`src/rtl/paddle_match_ctrl.sv`:
```
// Match sequencer and input controller for the two-paddle game.
// Debounces the raw buttons and drives the active-low paddle move commands,
// either from the players or from a simple ball-tracking CPU. It also runs
// the match state machine, gates the ball, recentres the paddles and keeps
// the score.
module paddle_match_ctrl #(
    parameter int DEBOUNCE_MS  = 8,
    parameter int SERVE_MS     = 1000,
    parameter int POINT_MS     = 1500,
    parameter int WIN_SCORE    = 7,
    parameter int CPU_DEADBAND = 4,
    parameter int CPU_DIV      = 2
) (
    input  logic       clk_1ms,
    input  logic       reset,
    input  logic       start_n,
    input  logic [3:0] btn_n,
    input  logic [1:0] cpu_en,
    input  logic [9:0] y_ball,
    input  logic [9:0] y_paddle1,
    input  logic [9:0] y_paddle2,
    input  logic       miss_left,
    input  logic       miss_right,
    output logic [3:0] cmd_n,
    output logic       paddle_rst_n,
    output logic       ball_run,
    output logic [2:0] state,
    output logic [3:0] score1,
    output logic [3:0] score2,
    output logic [1:0] winner
);

    localparam int DB_W  = $clog2(DEBOUNCE_MS + 1);
    localparam int DIV_W = (CPU_DIV > 1) ? $clog2(CPU_DIV) : 1;
    localparam logic signed [10:0] DEADBAND_S = 11'(CPU_DEADBAND);

    typedef enum logic [2:0] {
        S_IDLE  = 3'd0,
        S_SERVE = 3'd1,
        S_PLAY  = 3'd2,
        S_POINT = 3'd3,
        S_OVER  = 3'd4
    } state_t;

    // Bit 0 is the start button, bits 4:1 are the player buttons.
    logic [4:0] raw_n;
    logic [4:0] db_n;
    logic [3:0] btn_db_n;
    assign raw_n    = {btn_n, start_n};
    assign btn_db_n = db_n[4:1];

    generate
        for (genvar gi = 0; gi < 5; gi++) begin : g_debounce
            logic            db_q;
            logic [DB_W-1:0] cnt_q;
            // Adopt the raw level only after DEBOUNCE_MS consecutive disagreeing samples
            always_ff @(posedge clk_1ms) begin
                if (!reset) begin
                    db_q  <= 1'b1;
                    cnt_q <= '0;
                end else if (raw_n[gi] == db_q) begin
                    cnt_q <= '0;
                end else if (cnt_q == DB_W'(DEBOUNCE_MS - 1)) begin
                    db_q  <= raw_n[gi];
                    cnt_q <= '0;
                end else begin
                    cnt_q <= cnt_q + 1'b1;
                end
            end
            assign db_n[gi] = db_q;
        end
    endgenerate

    logic             start_prev_q;
    logic             start_press;
    logic [DIV_W-1:0] div_q;

    // Edge history for the start button and the shared CPU move divider
    always_ff @(posedge clk_1ms) begin
        if (!reset) begin
            start_prev_q <= 1'b1;
            div_q        <= '0;
        end else begin
            start_prev_q <= db_n[0];
            div_q        <= (div_q == DIV_W'(CPU_DIV - 1)) ? '0 : div_q + 1'b1;
        end
    end

    assign start_press = start_prev_q & ~db_n[0];

    // Per-player command pair {down_n, up_n} before state gating.
    logic [3:0] player_cmd;
    logic [9:0] y_pad_arr [2];
    assign y_pad_arr[0] = y_paddle1;
    assign y_pad_arr[1] = y_paddle2;

    generate
        for (genvar gi = 0; gi < 2; gi++) begin : g_player
            logic signed [10:0] diff;
            logic               up_db_n;
            logic               dn_db_n;
            logic [1:0]         pair;
            assign diff    = $signed({1'b0, y_ball}) - $signed({1'b0, y_pad_arr[gi]});
            assign up_db_n = btn_db_n[2*gi];
            assign dn_db_n = btn_db_n[2*gi+1];
            // CPU chases the ball outside the deadband; humans follow debounced buttons
            always_comb begin
                pair = 2'b11;
                if (cpu_en[gi]) begin
                    if (div_q == '0) begin
                        if (diff > DEADBAND_S) begin
                            pair[1] = 1'b0;
                        end else if (diff < -DEADBAND_S) begin
                            pair[0] = 1'b0;
                        end
                    end
                end else if (up_db_n | dn_db_n) begin
                    pair = {dn_db_n, up_db_n};
                end
            end
            assign player_cmd[2*gi +: 2] = pair;
        end
    endgenerate

    state_t      state_q, state_d;
    logic [15:0] timer_q, timer_d;
    logic [3:0]  score1_q, score1_d;
    logic [3:0]  score2_q, score2_d;
    logic [1:0]  winner_q, winner_d;
    logic [3:0]  cmd_q, cmd_d;
    logic        prst_q, prst_d;
    logic        run_q, run_d;

    // Match sequencing, scoring, and per-state outputs derived from the current state
    always_comb begin
        state_d  = state_q;
        timer_d  = timer_q;
        score1_d = score1_q;
        score2_d = score2_q;
        winner_d = winner_q;
        case (state_q)
            S_IDLE, S_OVER: begin
                if (start_press) begin
                    state_d  = S_SERVE;
                    timer_d  = 16'(SERVE_MS - 1);
                    score1_d = '0;
                    score2_d = '0;
                    winner_d = 2'b00;
                end
            end
            S_SERVE: begin
                if (timer_q == '0) begin
                    state_d = S_PLAY;
                end else begin
                    timer_d = timer_q - 16'd1;
                end
            end
            S_PLAY: begin
                // Simultaneous misses cancel out.
                if (miss_right ^ miss_left) begin
                    if (miss_right) begin
                        score1_d = score1_q + 4'd1;
                    end else begin
                        score2_d = score2_q + 4'd1;
                    end
                    if (score1_d == 4'(WIN_SCORE) || score2_d == 4'(WIN_SCORE)) begin
                        state_d  = S_OVER;
                        winner_d = miss_right ? 2'b01 : 2'b10;
                    end else begin
                        state_d = S_POINT;
                        timer_d = 16'(POINT_MS - 1);
                    end
                end
            end
            S_POINT: begin
                if (timer_q == '0) begin
                    state_d = S_SERVE;
                    timer_d = 16'(SERVE_MS - 1);
                end else begin
                    timer_d = timer_q - 16'd1;
                end
            end
            default: state_d = S_IDLE;
        endcase

        prst_d = (state_q == S_SERVE) || (state_q == S_PLAY) || (state_q == S_OVER);
        run_d  = (state_q == S_PLAY);
        cmd_d  = ((state_q == S_SERVE) || (state_q == S_PLAY)) ? player_cmd : 4'hF;
    end

    // Match state, timer, score and registered outputs
    always_ff @(posedge clk_1ms) begin
        if (!reset) begin
            state_q  <= S_IDLE;
            timer_q  <= '0;
            score1_q <= '0;
            score2_q <= '0;
            winner_q <= 2'b00;
            cmd_q    <= 4'hF;
            prst_q   <= 1'b0;
            run_q    <= 1'b0;
        end else begin
            state_q  <= state_d;
            timer_q  <= timer_d;
            score1_q <= score1_d;
            score2_q <= score2_d;
            winner_q <= winner_d;
            cmd_q    <= cmd_d;
            prst_q   <= prst_d;
            run_q    <= run_d;
        end
    end

    assign state        = state_q;
    assign score1       = score1_q;
    assign score2       = score2_q;
    assign winner       = winner_q;
    assign cmd_n        = cmd_q;
    assign paddle_rst_n = prst_q;
    assign ball_run     = run_q;

endmodule

```
`config.mk`:
```
export PLATFORM = sky130hd
export DESIGN_NAME = paddle_match_ctrl
export DESIGN_NICKNAME = d
export VERILOG_FILES = /design/src/rtl/paddle_match_ctrl.sv
export SDC_FILE = /design/constraint.sdc
export NUM_CORES = 1
export LEC_CHECK = 0
export ABC_AREA = 1
export BUFFER_PORTS_ARGS = -buffer_cell sky130_fd_sc_hd__buf_2
export CORE_ASPECT_RATIO = 0.5
export CORE_MARGIN = 1
export CORE_UTILIZATION = 35
export CTS_CLUSTER_DIAMETER = 30
export DETAILED_ROUTE_END_ITERATION = 10
export GPL_TIMING_DRIVEN = 0
export PLACE_DENSITY_LB_ADDON = 0.25
export RECOVER_POWER = 25
export SLEW_MARGIN = 0
export SYNTH_ARGS = -nofsm -noshare
export SYNTH_HDL_FRONTEND = slang
export SYNTH_SLANG_ARGS = --single-unit
```
`constraint.sdc`:
```
create_clock -name clk_1ms -period 4.6 [get_ports clk_1ms]
set_clock_uncertainty 0.05 [all_clocks]
set_input_delay 0 -clock clk_1ms [delete_from_list [all_inputs] [get_ports clk_1ms]]
set_output_delay 0 -clock clk_1ms [all_outputs]
set_load 0.05 [all_outputs]
```
==> flow_summary_export.csv <==
group,metric,value,unit
outcome,status,"finished, final reports clean",
critical_path,crit_type,"reg2reg",
pwr,powerDensity,289.1,nW/um2
grt,grt_max_degree,12,
sta,maxSlewViolCount,0,
pwr,power.total,1.596,mW
cells_and_area,finalNonFillerCells,986,
grt,antenna_found_initial,0,
clock_network,post_cts_buffers,0,
clock_network,cts_tree,"done",
place,dp.cells,962,
clock_network,path_clk_slew,0.05,ns
synthesis,synth.most_common_cell,"nand2_1",
pwr,peakVddDrop,0.1599,mV
critical_path,path_delay_family,"simple AND/OR/NAND/NOR gates",
sta,relSlewSlack,38.94,%
synthesis,yosysTopAreaCell,"dfxtp_1",
synthesis,syn_area,4602,um2
critical_path,crit_slowest_cell,"o21ai_0",
synthesis,syn-instance-count,734,
cells_and_area,num_antenna_cells,0,
detailed_routing,viasPerCell,4.803,
run,cap_violations,0,
detailed_routing,drt_wl_total,11260,um
sta,layout_min_cycle_time,2.273,ns
synthesis,synth.cells.most_frequent,"nand2_1 (213), inv_1 (102), nor2_1 (93), nand3_1 (78), dfxtp_1 (62)",
critical_path,crit_arrival,2.42,ns
floorplan,fp.coreArea,12740,um2
sta,rsz0062_at_grt,"false",
synthesis,synth_nets,805,
place,hpwl,8903,um
detailed_routing,wl_per_cell,11.42,um
synthesis,synth_edf_count,0,
critical_path,endpoint_kind,"register",
clock_network,clk_path_buf_depth,2,
grt,grt_pass1_vias,4371,
floorplan,rows,29,
synthesis,syn_avg_cell_area,6.270,um2
floorplan,start_util,36.13,%
synthesis,synth_seq_cells,62,
cells_and_area,syn2layout_area_growth,19.96,%
sta,whs,0.04667,ns
synthesis,yosysUniqueCellTypes,41,
floorplan,die_w,164.2,um
sta,post-route-period-util,49.42,%
floorplan,ioPinCount,60,
floorplan,fp.dieH,83.08,um
synthesis,yosysSeqAreaShare,26.97,%
synthesis,synthArstFlopShare,0,%
detailed_routing,drt_first_pass_iters,5,
synthesis,synth_flop_cell,"dfxtp_1",
detailed_routing,antenna_left,0,
place,io_buffers,58,
synthesis,synth.top_cell.area_share,26.97,%
sta,worst_pin_slew,0.9064,ns
clock_network,cts-root-buf,"clkbuf_16",
place,routabilityCongestion,0.8415,
critical_path,critPathMostFrequentCell,"nand2_1",
clock_network,clock_latency,0.33,ns
grt,overflow,0,
detailed_routing,via_count,4736,
sta,hold_viol,0,
critical_path,cp_max_fo,8,
critical_path,max_stage_delay,0.32,ns
critical_path,critPathRequiredTime,4.74,ns
cells_and_area,final_nets,882,
clock_network,htree_levels,3,
grt,grt.total_usage,17.36,%
detailed_routing,drc,0,
sta,setup_viol,0,
grt,grt_first_pass_wirelength,19120,um
critical_path,critPathBufInv,1,
clock_network,cts.sinks,62,
sta,setup_tns,0,ns
hold_path,worstHoldPathType,"in2reg",
cells_and_area,drive_above_1_share,12.13,%
synthesis,yosys_warnings,0,
sta,fmax,439.9,MHz
critical_path,ff2ff_setup_slack,2.33,ns
critical_path,crit_chain,"inv_1, ha_1, nand3_1, nor2_1, nand3_1, o21ai_0, nand2_1, o21ai_0, nand2_1, nand2_1, a21oi_2",
critical_path,crit_path_start_kind,"register",
pwr,p_leak,2.765,nW
clock_network,numCtsBuffers,9,
floorplan,fp.dieArea,13640,um2
synthesis,synth.area.top_cells,"dfxtp_1 (27%), nand2_1 (17%), nand3_1 (8.5%)",
detailed_routing,drt_iter0_drc,290,
## power breakdown
part           internal [mW]  total (mW)  leakage, nW  switching [mW]
Clock                  0.559       0.802        0.176           0.243
Sequential             0.542       0.546        0.502         0.00339
Combinational         0.0951       0.248         2.09           0.153
## placed cells by master, fill, tap and decap left out, types with 3 or more instances in the layout
cell,Yosys,final
a21oi_1,32,32
a21oi_2,9,9
and2_1,3,3
buf_2,0,41
buf_4,3,3
bufinv_16,0,3
clkbuf_1,4,22
clkbuf_16,0,9
dfxtp_1,62,62
dlygate4sd3_1,0,8
ha_1,28,28
inv_1,102,102
inv_2,4,4
nand2_1,213,213
nand2_2,10,10
nand3_1,78,78
nand4_1,15,15
nor2_1,93,93
nor3_1,3,3
nor3b_1,5,5
o211ai_1,5,5
o21ai_0,15,15
o32ai_1,3,3
or2_2,6,6
xor2_1,14,14
## state kept, by name, summed over array words and instances (netlist names), 2 cells and up
register	count
g_debounce.db_q	5
g_debounce.cnt_q	20
score1	4
timer_q	16
winner	2
cmd_n	4
score2	4
state	3
## area by class of cell
type | count | area (um2)
Sequential cell | 62 | 1241
Clock inverter | 5 | 103.9
Tap cell | 170 | 212.7
Multi-Input combinational cell | 556 | 2893
Inverter | 107 | 406.6
Timing Repair Buffer | 66 | 349.1
Fill cell | 1343 | 7216
Clock buffer | 11 | 252.7
Buffer | 9 | 61.31
## path summary, 6_finish.rpt
| check | from | to | cells after the start |
|---|---|---|---|
| max | timer_q[0] | timer_q[3] | 11 |
| max reg2reg | timer_q[0] | timer_q[3] | 11 |
| min | reset | g_debounce[4].cnt_q[1] | 4 |
| min reg2reg | timer_q[0] | timer_q[0] | 1 |
## layer usage
layer,vias up,global-route usage (%),wire length [um]
li1,2516,-,-
met1,2103,21.98,5621
met2,106,29.08,4948
met3,11,4.695,575
met4,0,4.209,112
met5,-,0,0
## repair_timing
item | in CTS | in global routing
endpoints found under the hold margin | 19 | 0
resized for setup | 0 | 0
hold buffers | 8 | 0
## cells by family after synthesis
family	Yosys count	synth area share (%)
compound gates	75	10.17
fa+ha+maj	30	8.483
buf+inv	116	10.17
simple gates	435	41.16
flops	62	26.97
xor+xnor	16	3.045
## metrics by stage
stage | utilization [%] | setup WS (ns) | instance area, um2
global placement | 40.08 | 2.374 | 5105
detailed placement | 40.08 | 2.378 | 5105
global route | 43.34 | 2.134 | 5520
CTS | 43.51 | 2.345 | 5542
finish | 43.34 | 2.327 | 5520
floorplan | - | 2.491 | 4602
## worst reg2reg max path: stages (launching register included)
cell and delay (ns):
dfxtp_1 0.31, inv_1 0.09, ha_1 0.23, nand3_1 0.14, nor2_1 0.19, nand3_1 0.30
o21ai_0 0.33, nand2_1 0.19, o21ai_0 0.12, nand2_1 0.06, nand2_1 0.08, a21oi_2 0.05
Note: power is estimated with default switching activity, not from simulation.
